===== src/rtl/csa_pkg.sv =====
// Shared constants and helpers for the pipelined carry-skip adder.
// Segment sizing functions are used at elaboration time only.
package csa_pkg;

  localparam int unsigned CSA_WIDTH = 16;
  localparam int unsigned CSA_BLK   = 4;

  // Boundary-register layout at the default width.
  typedef struct packed {
    logic                 valid;
    logic                 carry;
    logic [CSA_WIDTH-1:0] psum;
    logic [CSA_WIDTH-1:0] a;
    logic [CSA_WIDTH-1:0] b;
  } csa_stage_t;

  function automatic int unsigned clog2(input int unsigned n);
    int unsigned r;
    r = 0;
    for (int unsigned v = 1; v < n; v = v << 1) begin
      r++;
    end
    return r;
  endfunction

  // Groups per segment for every segment except possibly the last.
  function automatic int unsigned csa_seg_size(input int unsigned g, input int unsigned pipe);
    return (g + pipe - 1) / pipe;
  endfunction

  // Segment s takes a full share; the last populated segment takes what is left.
  function automatic int unsigned csa_seg_groups(input int unsigned g, input int unsigned pipe,
                                                 input int unsigned s);
    int unsigned sz;
    int unsigned first;
    sz    = csa_seg_size(g, pipe);
    first = s * sz;
    if (first >= g) begin
      return 0;
    end else if (g - first < sz) begin
      return g - first;
    end
    return sz;
  endfunction

endpackage


===== src/rtl/csa_skip_group.sv =====
// One carry-skip group: ripple sum inside the group, carry-in bypass when every
// bit propagates. Purely combinational.
module csa_skip_group
  import csa_pkg::*;
#(
  parameter int unsigned BLK = CSA_BLK
) (
  input  logic [BLK-1:0] a,
  input  logic [BLK-1:0] b,
  input  logic           ci,
  output logic [BLK-1:0] s,
  output logic           co,
  output logic           P
);

  logic [BLK-1:0] p;
  logic [BLK-1:0] g;
  logic [BLK:0]   c;

  assign p    = a ^ b;
  assign g    = a & b;
  assign c[0] = ci;

  for (genvar i = 0; i < BLK; i++) begin : g_bit
    assign c[i+1] = g[i] | (p[i] & c[i]);
  end

  assign s  = p ^ c[BLK-1:0];
  assign P  = &p;
  assign co = P ? ci : c[BLK];

endmodule


===== src/rtl/csa_pipe_adder.sv =====
// Pipelined carry-skip adder with valid/ready on both sides and a global stall.
// Optional signed clamp on the final stage: define CSA_PIPE_ADDER_SAT_EN.
module csa_pipe_adder
  import csa_pkg::*;
#(
  parameter int unsigned WIDTH = CSA_WIDTH,
  parameter int unsigned BLK   = CSA_BLK,
  parameter int unsigned PIPE  = 2
) (
  input  logic             clk,
  input  logic             rst,
  input  logic             in_valid,
  output logic             in_ready,
  input  logic [WIDTH-1:0] a,
  input  logic [WIDTH-1:0] b,
  input  logic             cin,
  output logic             out_valid,
  input  logic             out_ready,
  output logic [WIDTH-1:0] sum,
  output logic             cout,
  output logic             ovf
);

  localparam int unsigned G   = WIDTH / BLK;
  localparam int unsigned SEG = csa_seg_size(G, PIPE);
  localparam int unsigned L   = PIPE - 1;

  typedef struct packed {
    logic             valid;
    logic             carry;
    logic [WIDTH-1:0] psum;
    logic [WIDTH-1:0] a;
    logic [WIDTH-1:0] b;
  } stage_t;

  stage_t           seg_in    [PIPE];
  logic [WIDTH-1:0] seg_psum  [PIPE];
  logic             seg_carry [PIPE];

  logic [BLK-1:0]   grp_s  [G];
  logic             grp_co [G];
  logic [G-1:0]     unused_grp_p;

  logic             advance;

  // A full stall freezes every stage; bubbles are never squeezed out.
  assign advance  = !out_valid || out_ready;
  assign in_ready = advance && !rst;

  assign seg_in[0].valid = in_valid;
  assign seg_in[0].carry = cin;
  assign seg_in[0].psum  = '0;
  assign seg_in[0].a     = a;
  assign seg_in[0].b     = b;

  for (genvar k = 0; k < G; k++) begin : g_grp
    localparam int unsigned S     = k / SEG;
    localparam int unsigned FIRST = S * SEG;
    logic ci;

    // The first group of a segment takes its carry from the boundary register.
    if (k == FIRST) begin : g_head
      assign ci = seg_in[S].carry;
    end else begin : g_chain
      assign ci = grp_co[k-1];
    end

    csa_skip_group #(
      .BLK(BLK)
    ) u_grp (
      .a (seg_in[S].a[k*BLK +: BLK]),
      .b (seg_in[S].b[k*BLK +: BLK]),
      .ci(ci),
      .s (grp_s[k]),
      .co(grp_co[k]),
      .P (unused_grp_p[k])
    );
  end

  for (genvar s = 0; s < PIPE; s++) begin : g_seg
    localparam int unsigned NG    = csa_seg_groups(G, PIPE, s);
    localparam int unsigned FIRST = s * SEG;

    for (genvar k = 0; k < G; k++) begin : g_slice
      if (k >= FIRST && k < FIRST + NG) begin : g_new
        assign seg_psum[s][k*BLK +: BLK] = grp_s[k];
      end else begin : g_keep
        assign seg_psum[s][k*BLK +: BLK] = seg_in[s].psum[k*BLK +: BLK];
      end
    end

    if (NG > 0) begin : g_co
      assign seg_carry[s] = grp_co[FIRST+NG-1];
    end else begin : g_pass
      assign seg_carry[s] = seg_in[s].carry;
    end

    if (s < PIPE - 1) begin : g_bnd
      stage_t bnd_q;

      always_ff @(posedge clk or posedge rst) begin
        if (rst) begin
          bnd_q <= '0;
        end else if (advance) begin
          bnd_q.valid <= seg_in[s].valid;
          bnd_q.carry <= seg_carry[s];
          bnd_q.psum  <= seg_psum[s];
          bnd_q.a     <= seg_in[s].a;
          bnd_q.b     <= seg_in[s].b;
        end
      end

      assign seg_in[s+1] = bnd_q;
    end
  end

  logic             a_msb;
  logic             b_msb;
  logic             ovf_d;
  logic [WIDTH-1:0] sum_d;

  assign a_msb = seg_in[L].a[WIDTH-1];
  assign b_msb = seg_in[L].b[WIDTH-1];
  assign ovf_d = (a_msb == b_msb) && (seg_psum[L][WIDTH-1] != a_msb);

`ifdef CSA_PIPE_ADDER_SAT_EN
  always_comb begin
    sum_d = seg_psum[L];
    if (ovf_d) begin
      sum_d = a_msb ? {1'b1, {(WIDTH-1){1'b0}}} : {1'b0, {(WIDTH-1){1'b1}}};
    end
  end
`else
  assign sum_d = seg_psum[L];
`endif

  // Result fields only load with a valid set so they keep the last value otherwise.
  always_ff @(posedge clk or posedge rst) begin
    if (rst) begin
      out_valid <= 1'b0;
      sum       <= '0;
      cout      <= 1'b0;
      ovf       <= 1'b0;
    end else if (advance) begin
      out_valid <= seg_in[L].valid;
      if (seg_in[L].valid) begin
        sum  <= sum_d;
        cout <= seg_carry[L];
        ovf  <= ovf_d;
      end
    end
  end

endmodule


===== config.mk =====
export PLATFORM = sky130hd
export DESIGN_NAME = csa_pipe_adder
export DESIGN_NICKNAME = d
export VERILOG_FILES = /design/src/rtl/csa_pkg.sv /design/src/rtl/csa_skip_group.sv /design/src/rtl/csa_pipe_adder.sv
export SDC_FILE = /design/constraint.sdc
export NUM_CORES = 1
export LEC_CHECK = 0
export CAP_MARGIN = 20
export CORE_MARGIN = 2
export CORE_UTILIZATION = 46
export CTS_CLUSTER_DIAMETER = 40
export CTS_CLUSTER_SIZE = 40
export DETAILED_ROUTE_END_ITERATION = 6
export PLACE_DENSITY = 0.78
export SLEW_MARGIN = 30
export SYNTH_ARGS = -nofsm -noshare
export SYNTH_HDL_FRONTEND = slang
export SYNTH_HIERARCHICAL = 1
export SYNTH_SLANG_ARGS = --single-unit

===== constraint.sdc =====
create_clock -name clk -period 3.86 [get_ports clk]
set_input_delay 0.386 -clock clk [delete_from_list [all_inputs] [get_ports clk]]
set_output_delay 0.386 -clock clk [all_outputs]
set_load 0.02 [all_outputs]

==> Word-level counts from Yosys, hierarchy flattened <==
Index checks and enable logic that the tools add are counted.
{ "classes": {"add_sub_neg": 0, "mul": 0, "n_div": 0, "magnitude_cmp": 0, "eq_ne": 2, "shift": 0, "n_mux": 4, "bitwise_logic": 44, "reduce_logical": 10} }
{ "op_table": {"columns": ["operator", "count"], "rows": [
  ["bitwise XOR 4 bit", 8],
  ["bitwise AND 1 bit", 16],
  ["bitwise AND 4 bit", 4],
  ["OR 1 bit", 16],
  ["AND reduction 4 bit", 4],
  ["2-to-1 mux 1 bit", 4],
  ["logical AND 1 bit", 2],
  ["logical NOT 1 bit", 2],
  ["AND reduction 2 bit", 1],
  ["== test 1 bit", 1],
  ["logical OR 1 bit", 1],
  ["!= test 1 bit", 1]
]} }
{ "word_totals": {"reg_bits": 61, "latchBits": 0, "ramBits": 0, "rom_bits": 0, "input_bits": 37, "out_inout_bits": 20, "word_cells": 69, "mem_count": 0} }

==> Logic depth before layout (Yosys ltp) <==
Gate-level depths: netlist of run 1.
{ "logic_depth": {"depth_word": 19, "ltp_mapped": 19, "ltp_nobuf": 19} }

==> Modules after synthesis <==
Netlist of run 1, hierarchy kept.
{ "modules_own_cells": {"columns": ["module", "n_inst", "cells_each", "area_each_um2", "seq_area_each_um2"], "rows": [
  ["csa_pipe_adder", 1, 101, 1804.2, 1126.1],
  ["csa_skip_group", 4, 19, 185.2, 0.0]
]} }

==> Worst setup path after synthesis of run 1 <==
OpenSTA, ideal clock, no wires.
{ "synth_path": {"path_kind": "register to register", "startpoint": "register, netlist name g_seg[0].g_bnd.bnd_q[24]", "endpoint": "register ovf", "setup_ns": 0.125, "arrival_ns": 3.495, "required_ns": 3.735, "path_slack_ns": 0.240, "path_stages_with_launch": 19, "path_buffers": 0, "synth_period_minus_slack_ns": 3.620, "path_cell_list": "dfrtp_1 > inv_1 > fa_1 > inv_1 > fa_1 > fa_1 > inv_1 > fa_1 > mux2i_1 > inv_1 > fa_1 > inv_1 > fa_1 > fa_1 > inv_1 > fa_1 > inv_1 > o22ai_1 > mux2_2"} }
{ "synth_rtl": {"columns": ["item", "line", "text"], "rows": [
  ["to (signal assigned)", "csa_pipe_adder.sv:149", "ovf <= ovf_d;"],
  ["to (decl)", "csa_pipe_adder.sv:21", "output logic ovf"]
]} }

==> results_tabular.tex, run 1 <==
\begin{tabular}{lr}
\hline
Metric & Value \\
\hline
\multicolumn{2}{l}{\textbf{Run status}} \\
Outcome & complete, no violations \\
\multicolumn{2}{l}{\textbf{Die}} \\
Core ar. & approximately 0.0054 mm² \\
Die width & a little under 80 µm \\
Effective utilization at floorplan & 46.8\% \\
Number of ports placed on the die boundary & 57 \\
Die Height & 78.4 µm \\
Number of placement rows & 27 \\
Floorplan die area & 0.00614 mm² \\
\multicolumn{2}{l}{\textbf{STA}} \\
Final setup fails & 0 \\
Highest attainable clock frequency & 269 MHz \\
Slew of the pin with the lowest slew margin & 0.547 ns \\
Unrepaired setup endpoints after global routing & true \\
Slew Limit Headroom & 63.5\% \\
Smallest hold slack & 0.504 ns \\
Final-report hold violation count & 0 \\
Final worst setup slack & 0.141 ns \\
Setup TNS & 0 ns \\
Post-route minimum period & 3.72 ns \\
Final worst clock skew & about 0.005 ns \\
Max Transition Viols Final & 0 \\
Period utilization & 96.4\% \\
\multicolumn{2}{l}{\textbf{Critical path}} \\
Critical path startpoint category & input pin \\
Worst setup EP type & flop \\
Endpoint arrival time on the critical path & 3.90 ns \\
Critical path type & in2reg \\
Max Fanout on Critical Path & 2 \\
Minimum setup slack among reg-to-reg paths & 0.15 ns \\
CP required & 4.04 ns \\
\multicolumn{2}{l}{\textbf{Finish}} \\
Most common cell after layout, fill and taps aside & sky130\_fd\_sc\_hd\_\_clkdlybuf4s50\_1 \\
Synth-to-Final Area Change & 29.7\% \\
Nets@finish & 313 \\
Top library cells by usage in the layout, fill and taps aside & 55 x sky130\_fd\_sc\_hd\_\_clkdlybuf4s50\_1, 45 x sky130\_fd\_sc\_hd\_\_dfrtp\_1, 30 x sky130\_fd\_sc\_hd\_\_inv\_1, 26 x sky130\_fd\_sc\_hd\_\_mux2\_2, 18 x sky130\_fd\_sc\_hd\_\_mux2\_4 \\
Ratio of cells with drive above 1 in the final layout & a little under a third \\
Number of inserted diodes & 0 \\
Share of the core filled with cells & between 60\% and 70\% \\
\multicolumn{2}{l}{\textbf{Route}} \\
Post-DRT Antenna Nets & 0 \\
Total number of vias & 1435 \\
Ratio of routed vias to standard cells & about 4.5 \\
DRT Wirelength & approximately 4.1 mm \\
Detailed router's first-iteration violation count & 40 \\
Met3 WL post-DR & $\sim$250 µm \\
Uppermost layer routed & met4 \\
Detailed-route wire length on metal 1 & 1.75 mm \\
TritonRoute pass-1 iters & 4 \\
Remaining design rule violation count & 0 \\
Met2 Routed Length & 2.11 mm \\
Routed wire per std cell & roughly 13 µm \\
\multicolumn{2}{l}{\textbf{Clock tree}} \\
Number of hold buffers added after CTS & 0 \\
CTS H-Tree Depth & 2 \\
Count of clock tree sinks & 45 \\
CTS tree & done \\
Clk root buf & sky130\_fd\_sc\_hd\_\_clkbuf\_8 \\
Number of buffers inserted during clock tree synthesis & 5 \\
Later-pin clock latency in the skew report & 0.29 ns \\
Clock transition time at the flip-flop clock pins of the worst setup and hold paths & 0.08 ns \\
Bufs on Longest Clock Path & 2 \\
\multicolumn{2}{l}{\textbf{Power and ir drop}} \\
Max rail drop VDD & roughly 270 µV \\
Leakage power & 1.57 nW \\
Power per Cell Area & about 500 mW/mm² \\
\multicolumn{2}{l}{\textbf{Place}} \\
Gp weighted congestion & approximately 0.73 \\
Port Buffers & 56 \\
Post-detailed-placement half-perimeter wirelength & 3.12 mm \\
Post-Place Worst Slack & -0.233 ns \\
\multicolumn{2}{l}{\textbf{Logic synthesis}} \\
Register area share after synthesis & 44.2\% \\
Synthesized-area fraction occupied by xor and xnor cells & 0\% \\
Post-synthesis share of cell area spent on full adders, half adders and majority gates & 20.5\% \\
Post-synthesis net count & 246 \\
Yosys reg bits & 45 \\
Cell area after technology mapping & 0.00254 mm² \\
Combinational family with the most area after synthesis & multiplexers \\
Area fraction in and, or, nand and nor cells after synthesis & 3.64\% \\
Avg Inst Size Synth & 14.4 µm² \\
Synth Instances & roughly 180 \\
Share of synthesized area spent on multiplexers & 23.7\% \\
Number of distinct library cell variants in the gate-level netlist after synthesis & 17 \\
Synthesized-area fraction occupied by ao, oa, aoi and oai cells & 0.246\% \\
Number of warnings reported in the yosys synthesis log & 6 \\
\multicolumn{2}{l}{\textbf{GRT}} \\
Maximum number of pins on one net before global-route repair & 46 \\
Initial antenna violation count & 0 \\
Tot GR Track Use & between 10\% and 20\% \\
Wire length of the first global-routing pass & $\sim$7 mm \\
Global-route congestion overflow total & 0 \\
Number of global-route vias before repair & 1523 \\
\multicolumn{2}{l}{\textbf{Run}} \\
Maximum capacitance violations & 0 \\
\multicolumn{2}{l}{\textbf{Hold path}} \\
Kind of path behind the tightest hold check & reg2reg \\
\hline
\end{tabular}
## sequential cells by signal, summed over array words and instances, names as in the netlist
name	count
sum	16
b_msb	1
ovf	1
g_grp.ci	1
g_seg.g_bnd.bnd_q	23
out_valid	1
a_msb	1
cout	1
## synth_stat cells (all sizes together)
master	n	area, µm²
mux2i	4	40.0
buf	4	57.6
and4	4	45.0
nand2	2	15.0
nand2b	3	26.3
and2	1	6.26
fa	16	320
inv	37	139
mux2	44	563
ha	16	200
o22ai	1	6.26
dfrtp	45	1130
## kinds of logic (layout without fill, tap and decap cells)
family / Yosys count / after routing
AOI/OAI and AO/OA: 1 / 1
DFF: 45 / 45
adders and majority gates: 32 / 32
buffers and inverters: 41 / 109
muxes: 48 / 48
and+or+nand+nor: 10 / 10
## report_power, final
group	total, mW	internal [mW]	switching, mW
Combinational	0.707	0.400	0.308
Clock	0.276	0.128	0.148
Sequential	0.695	0.610	0.0851
Total	1.68	1.14	0.540
## worst max-delay path, stage by stage
cell	delay, ns
sky130_fd_sc_hd__clkdlybuf4s50_1	0.48
sky130_fd_sc_hd__inv_1	0.06
sky130_fd_sc_hd__fa_1	0.40
sky130_fd_sc_hd__inv_2	0.07
sky130_fd_sc_hd__fa_2	0.19
sky130_fd_sc_hd__fa_1	0.16
sky130_fd_sc_hd__inv_1	0.05
sky130_fd_sc_hd__fa_1	0.35
sky130_fd_sc_hd__mux2i_1	0.13
sky130_fd_sc_hd__inv_1	0.08
sky130_fd_sc_hd__fa_2	0.32
sky130_fd_sc_hd__inv_1	0.07
sky130_fd_sc_hd__fa_2	0.19
sky130_fd_sc_hd__fa_1	0.15
sky130_fd_sc_hd__inv_1	0.05
sky130_fd_sc_hd__fa_1	0.48
sky130_fd_sc_hd__inv_1	0.04
sky130_fd_sc_hd__mux2_4	0.24
## per-stage QoR
stage	cells	instance area (µm²)	total power, mW
2_1_floorplan	177	2540	1.10
3_3_place_gp	306	3180	1.38
3_5_place_dp	306	3180	1.40
4_1_cts	314	3260	1.69
5_1_grt	317	3300	1.80
6_report	317	3300	1.68
## per-layer routing
| layer | GRT usage (%) | vias to the layer above |
|---|---|---|
| met5 | 0 | - |
| met4 | 5.26 | 0 |
| met3 | 4.71 | 5 |
| met2 | 24.9 | 39 |
| met1 | 18.6 | 702 |
| li1 | - | 689 |
## final cells by class
cell class | instances | area, µm²
multi-input combinational | 91 | 1240
timing repair buffer | 64 | 623
tap | 72 | 90.1
inverter | 37 | 139
clock buffer | 7 | 76.3
fill | 435 | 2140
sequential | 45 | 1130
clock inverter | 1 | 7.51
## path summary, 6_finish.rpt
| kind | from | endpoint | cells after the start |
|---|---|---|---|
| setup / recovery | b[0] | g_seg[0].g_bnd.bnd_q[39] | 18 |
| hold / removal | g_seg[0].g_bnd.bnd_q[36] | g_seg[0].g_bnd.bnd_q[36] | 1 |
| setup reg to reg | g_seg[0].g_bnd.bnd_q[24] | ovf | 19 |
| hold reg to reg | g_seg[0].g_bnd.bnd_q[36] | g_seg[0].g_bnd.bnd_q[36] | 1 |
| max in group asynchronous | rst | g_seg[0].g_bnd.bnd_q[14] | 3 |
| min in group asynchronous | rst | sum[0] | 3 |
## timing repair
action                     in CTS  in global routing
resized for setup               1                 13
pin swaps                       0                  1
setup endpoints to repair       1                  2
buffers inserted                0                  3
(Power assumes the default switching activity.)
==> run 2, diff against run 1 <==
- CORE_UTILIZATION: 46 -> 50
- DONT_BUFFER_PORTS: default -> 1
- PLACE_DENSITY: 0.78 -> 0.69
==> run 2 against run 1 <==
  * Non-clock buffer count fell by 60
  * Utilization fell by 3.6 points
  * Design area fell by 17%
  * Sequential cell count did not move
  * Sequential power rose by 19%
  * Wire length rose by 1.9%
  * Via count fell by 11%
  * Critical path depth did not move
  * First-iteration DRC count rose by 60%
  * Power fell by 4.3%
  * Clock-buffer cell count fell by 2
  * Sequential share of layout area rose by 6.8 points
  * Critical endpoint is now ovf
  * Largest cell class unchanged
  * Highest routed layer unchanged
==> results_tabular.tex, run 2 (same netlist as run 1, synthesis figures left out) <==
\begin{tabular}{lr}
\hline
Metric & Value \\
\hline
\multicolumn{2}{l}{\textbf{Finish}} \\
Number of inserted diodes & 0 (unchanged) \\
Top Registers & g\_seg.g\_bnd.bnd\_q x23, sum x16 \\
Nets@finish & 253 (-19\%) \\
Fin cells & 252 (-21\%) \\
Top library cells by usage in the layout, fill and taps aside & 45 x sky130\_fd\_sc\_hd\_\_dfrtp\_1, 29 x sky130\_fd\_sc\_hd\_\_inv\_1, 26 x sky130\_fd\_sc\_hd\_\_mux2\_2, 18 x sky130\_fd\_sc\_hd\_\_mux2\_4, 16 x sky130\_fd\_sc\_hd\_\_ha\_1 \\
Number of flip-flops under the largest register name & 23 (unchanged) \\
Most common cell after layout, fill and taps aside & sky130\_fd\_sc\_hd\_\_dfrtp\_1 \\
Synth-to-Final Area Change & 8.16\% \\
Top reg by flops & g\_seg.g\_bnd.bnd\_q \\
Ratio of cells with drive above 1 in the final layout & 41.6\% (+9.8 points) \\
\multicolumn{2}{l}{\textbf{Critical path}} \\
CP required & 4.05 ns (about the same) \\
Cell with the largest stage delay on the worst path & sky130\_fd\_sc\_hd\_\_fa\_1 \\
Critical path type & reg2reg \\
Sequence of cells on the critical path & inv\_1, fa\_2, inv\_2, fa\_2, fa\_2, inv\_2, fa\_2, mux2i\_1, inv\_1, fa\_2, inv\_2, fa\_2, fa\_2, inv\_2, fa\_1, inv\_2, o22ai\_1, mux2\_2 \\
Max Fanout on Critical Path & 3 (+1) \\
Cell mode on critical path & sky130\_fd\_sc\_hd\_\_fa\_2 \\
Endpoint arrival time on the critical path & 3.90 ns (about the same) \\
Setup crit start & g\_grp[2].ci \\
Worst stage delay on the critical path & 0.41 ns (-0.07 ns) \\
Worst setup EP type & flop \\
Critical path startpoint category & flop \\
Total buffers and inverters traversed by the critical path & 7 (-1) \\
Reg-to-reg critical path startpoint & g\_grp[2].ci \\
Top Family by Delay on Critical Path & adder cells \\
\multicolumn{2}{l}{\textbf{STA}} \\
Setup TNS & 0 ns (unchanged) \\
Final worst clock skew & 0.00308 ns (-0.00188 ns) \\
Slew of the pin with the lowest slew margin & 0.561 ns (+0.0140 ns) \\
Final worst setup slack & 0.143 ns (+0.00254 ns) \\
Final setup fails & 0 (unchanged) \\
Final-report hold violation count & 0 (unchanged) \\
Max Transition Viols Final & 0 (unchanged) \\
Smallest hold slack & 0.0982 ns (-0.405 ns) \\
Highest attainable clock frequency & 269 MHz (about the same) \\
Period utilization & 96.3\% (about the same) \\
Slew Limit Headroom & 62.6\% (-0.94 points) \\
Unrepaired setup endpoints after global routing & true \\
Post-route minimum period & 3.72 ns (-0.00254 ns) \\
\multicolumn{2}{l}{\textbf{Clock tree}} \\
Count of clock tree sinks & 45 (unchanged) \\
Number of buffers inserted during clock tree synthesis & 5 (unchanged) \\
Number of hold buffers added after CTS & 0 (unchanged) \\
Clock transition time at the flip-flop clock pins of the worst setup and hold paths & 0.08 ns (about the same) \\
CTS H-Tree Depth & 2 (unchanged) \\
CTS tree & done \\
Clk root buf & sky130\_fd\_sc\_hd\_\_clkbuf\_8 \\
Later-pin clock latency in the skew report & 0.30 ns (about the same) \\
Bufs on Longest Clock Path & 2 (unchanged) \\
\multicolumn{2}{l}{\textbf{Place}} \\
Post-detailed-placement half-perimeter wirelength & 3.15 mm (+0.93\%) \\
Placed cell count & 241 (-21\%) \\
Post-Place Worst Slack & 0.00711 ns (+0.240 ns) \\
Port Buffers & 0 (-100\%) \\
Gp weighted congestion & 0.744 (+1.5\%) \\
\multicolumn{2}{l}{\textbf{Die}} \\
Number of placement rows & 25 (-7.4\%) \\
Effective utilization at floorplan & 52.8\% (+6.0 points) \\
Floorplan die area & 0.00568 mm² (-7.6\%) \\
Die width & 75.3 µm (-3.9\%) \\
Die Height & 75.3 µm (-3.9\%) \\
Core ar. & 0.00482 mm² (-11\%) \\
Number of ports placed on the die boundary & 57 (unchanged) \\
\multicolumn{2}{l}{\textbf{Route}} \\
Detailed router's first-iteration violation count & 64 (+60\%) \\
TritonRoute pass-1 iters & 4 (unchanged) \\
Remaining design rule violation count & 0 (unchanged) \\
Total number of vias & 1279 (-11\%) \\
DRT Wirelength & 4.22 mm (+1.9\%) \\
Routed wire per std cell & 16.8 µm (+28\%) \\
Post-DRT Antenna Nets & 0 (unchanged) \\
Ratio of routed vias to standard cells & 5.08 (+12\%) \\
\multicolumn{2}{l}{\textbf{GRT}} \\
Initial antenna violation count & 0 (unchanged) \\
Tot GR Track Use & 17.0\% (+2.0 points) \\
Number of global-route vias before repair & 1463 (-3.9\%) \\
Maximum number of pins on one net before global-route repair & 47 (+2.2\%) \\
Global-route congestion overflow total & 0 (unchanged) \\
Wire length of the first global-routing pass & 6.98 mm (-0.98\%) \\
\multicolumn{2}{l}{\textbf{Power and ir drop}} \\
Max rail drop VDD & 202 µV (-24\%) \\
Power per Cell Area & 584 mW/mm² (+15\%) \\
Tot Pwr & 1.61 mW (-4.3\%) \\
Leakage power & 1.35 nW (-14\%) \\
\multicolumn{2}{l}{\textbf{Run}} \\
Maximum capacitance violations & 0 (unchanged) \\
\multicolumn{2}{l}{\textbf{Hold path}} \\
Kind of path behind the tightest hold check & in2async \\
\multicolumn{2}{l}{\textbf{Run status}} \\
Outcome & complete, no violations \\
\hline
\end{tabular}
## run 2: cell count changes in the layout (fill, tap and decap cells not counted), sizes merged, moves of 2 or more
cell           previous run  this run
clkdlybuf4s50            55         0
buf                       8         4
bufinv                    0         2
clkbuf                    7         5
## run 2: layer usage
metal	up-vias	part of all wire (%)	GRT usage [%]
li1	569	-	-
met1	665	37	19.5
met2	40	55	29.9
met3	5	7.2	5.56
met4	0	1.5	5.85
met5	-	0	0
## run 2: through the flow
step / instance area, µm² / util [%]
global placement: 2580 / 53.5
global route: 2750 / 57.1
CTS: 2730 / 56.6
detailed placement: 2580 / 53.5
finish: 2750 / 57.1
floorplan: 2540 / -
## run 2: worst paths after layout
path                                                  to  slack [ns]  cells past startpoint
worst max-delay path                                 ovf        0.14                     18
worst min-delay path                              sum[5]         0.1                      2
worst max register to register                       ovf        0.14                     18
worst min register to register  g_seg[0].g_bnd.bnd_q[32]        0.51                      1
max in group asynchronous       g_seg[0].g_bnd.bnd_q[30]        3.37                      2
min in group clk                g_seg[0].g_bnd.bnd_q[10]        0.23                      1
## run 2: worst reg2reg max path, cell delays in order, from the launching register on
cell and delay (ns):
sky130_fd_sc_hd__dfrtp_1 0.38, sky130_fd_sc_hd__inv_1 0.09, sky130_fd_sc_hd__fa_2 0.20, sky130_fd_sc_hd__inv_2 0.04
sky130_fd_sc_hd__fa_2 0.33, sky130_fd_sc_hd__fa_2 0.34, sky130_fd_sc_hd__inv_2 0.06, sky130_fd_sc_hd__fa_2 0.17
sky130_fd_sc_hd__mux2i_1 0.06, sky130_fd_sc_hd__inv_1 0.09, sky130_fd_sc_hd__fa_2 0.20, sky130_fd_sc_hd__inv_2 0.04
sky130_fd_sc_hd__fa_2 0.35, sky130_fd_sc_hd__fa_2 0.34, sky130_fd_sc_hd__inv_2 0.06, sky130_fd_sc_hd__fa_1 0.41
sky130_fd_sc_hd__inv_2 0.08, sky130_fd_sc_hd__o22ai_1 0.09, sky130_fd_sc_hd__mux2_2 0.26
## run 2: what timing repair did
action                     4_1_cts  5_1_grt
hold endpoints to repair         0        0
gates resized for setup          1       13
pin swaps                        0        1
setup endpoints to repair        1        1
setup buffers                    2        1
## run 2: cell type report
cell class	count	area, µm²
tap	67	83.8
inverter	37	139
sequential	45	1130
timing repair buffer	4	30.0
multi-input combinational	91	1240
clock inverter	3	65.1
fill	422	2060
clock buffer	5	68.8
## run 2: power breakdown
| part | internal, mW | switching, mW |
|---|---|---|
| Sequential | 0.609 | 0.220 |
| Clock | 0.257 | 0.156 |
| Combinational | 0.213 | 0.152 |
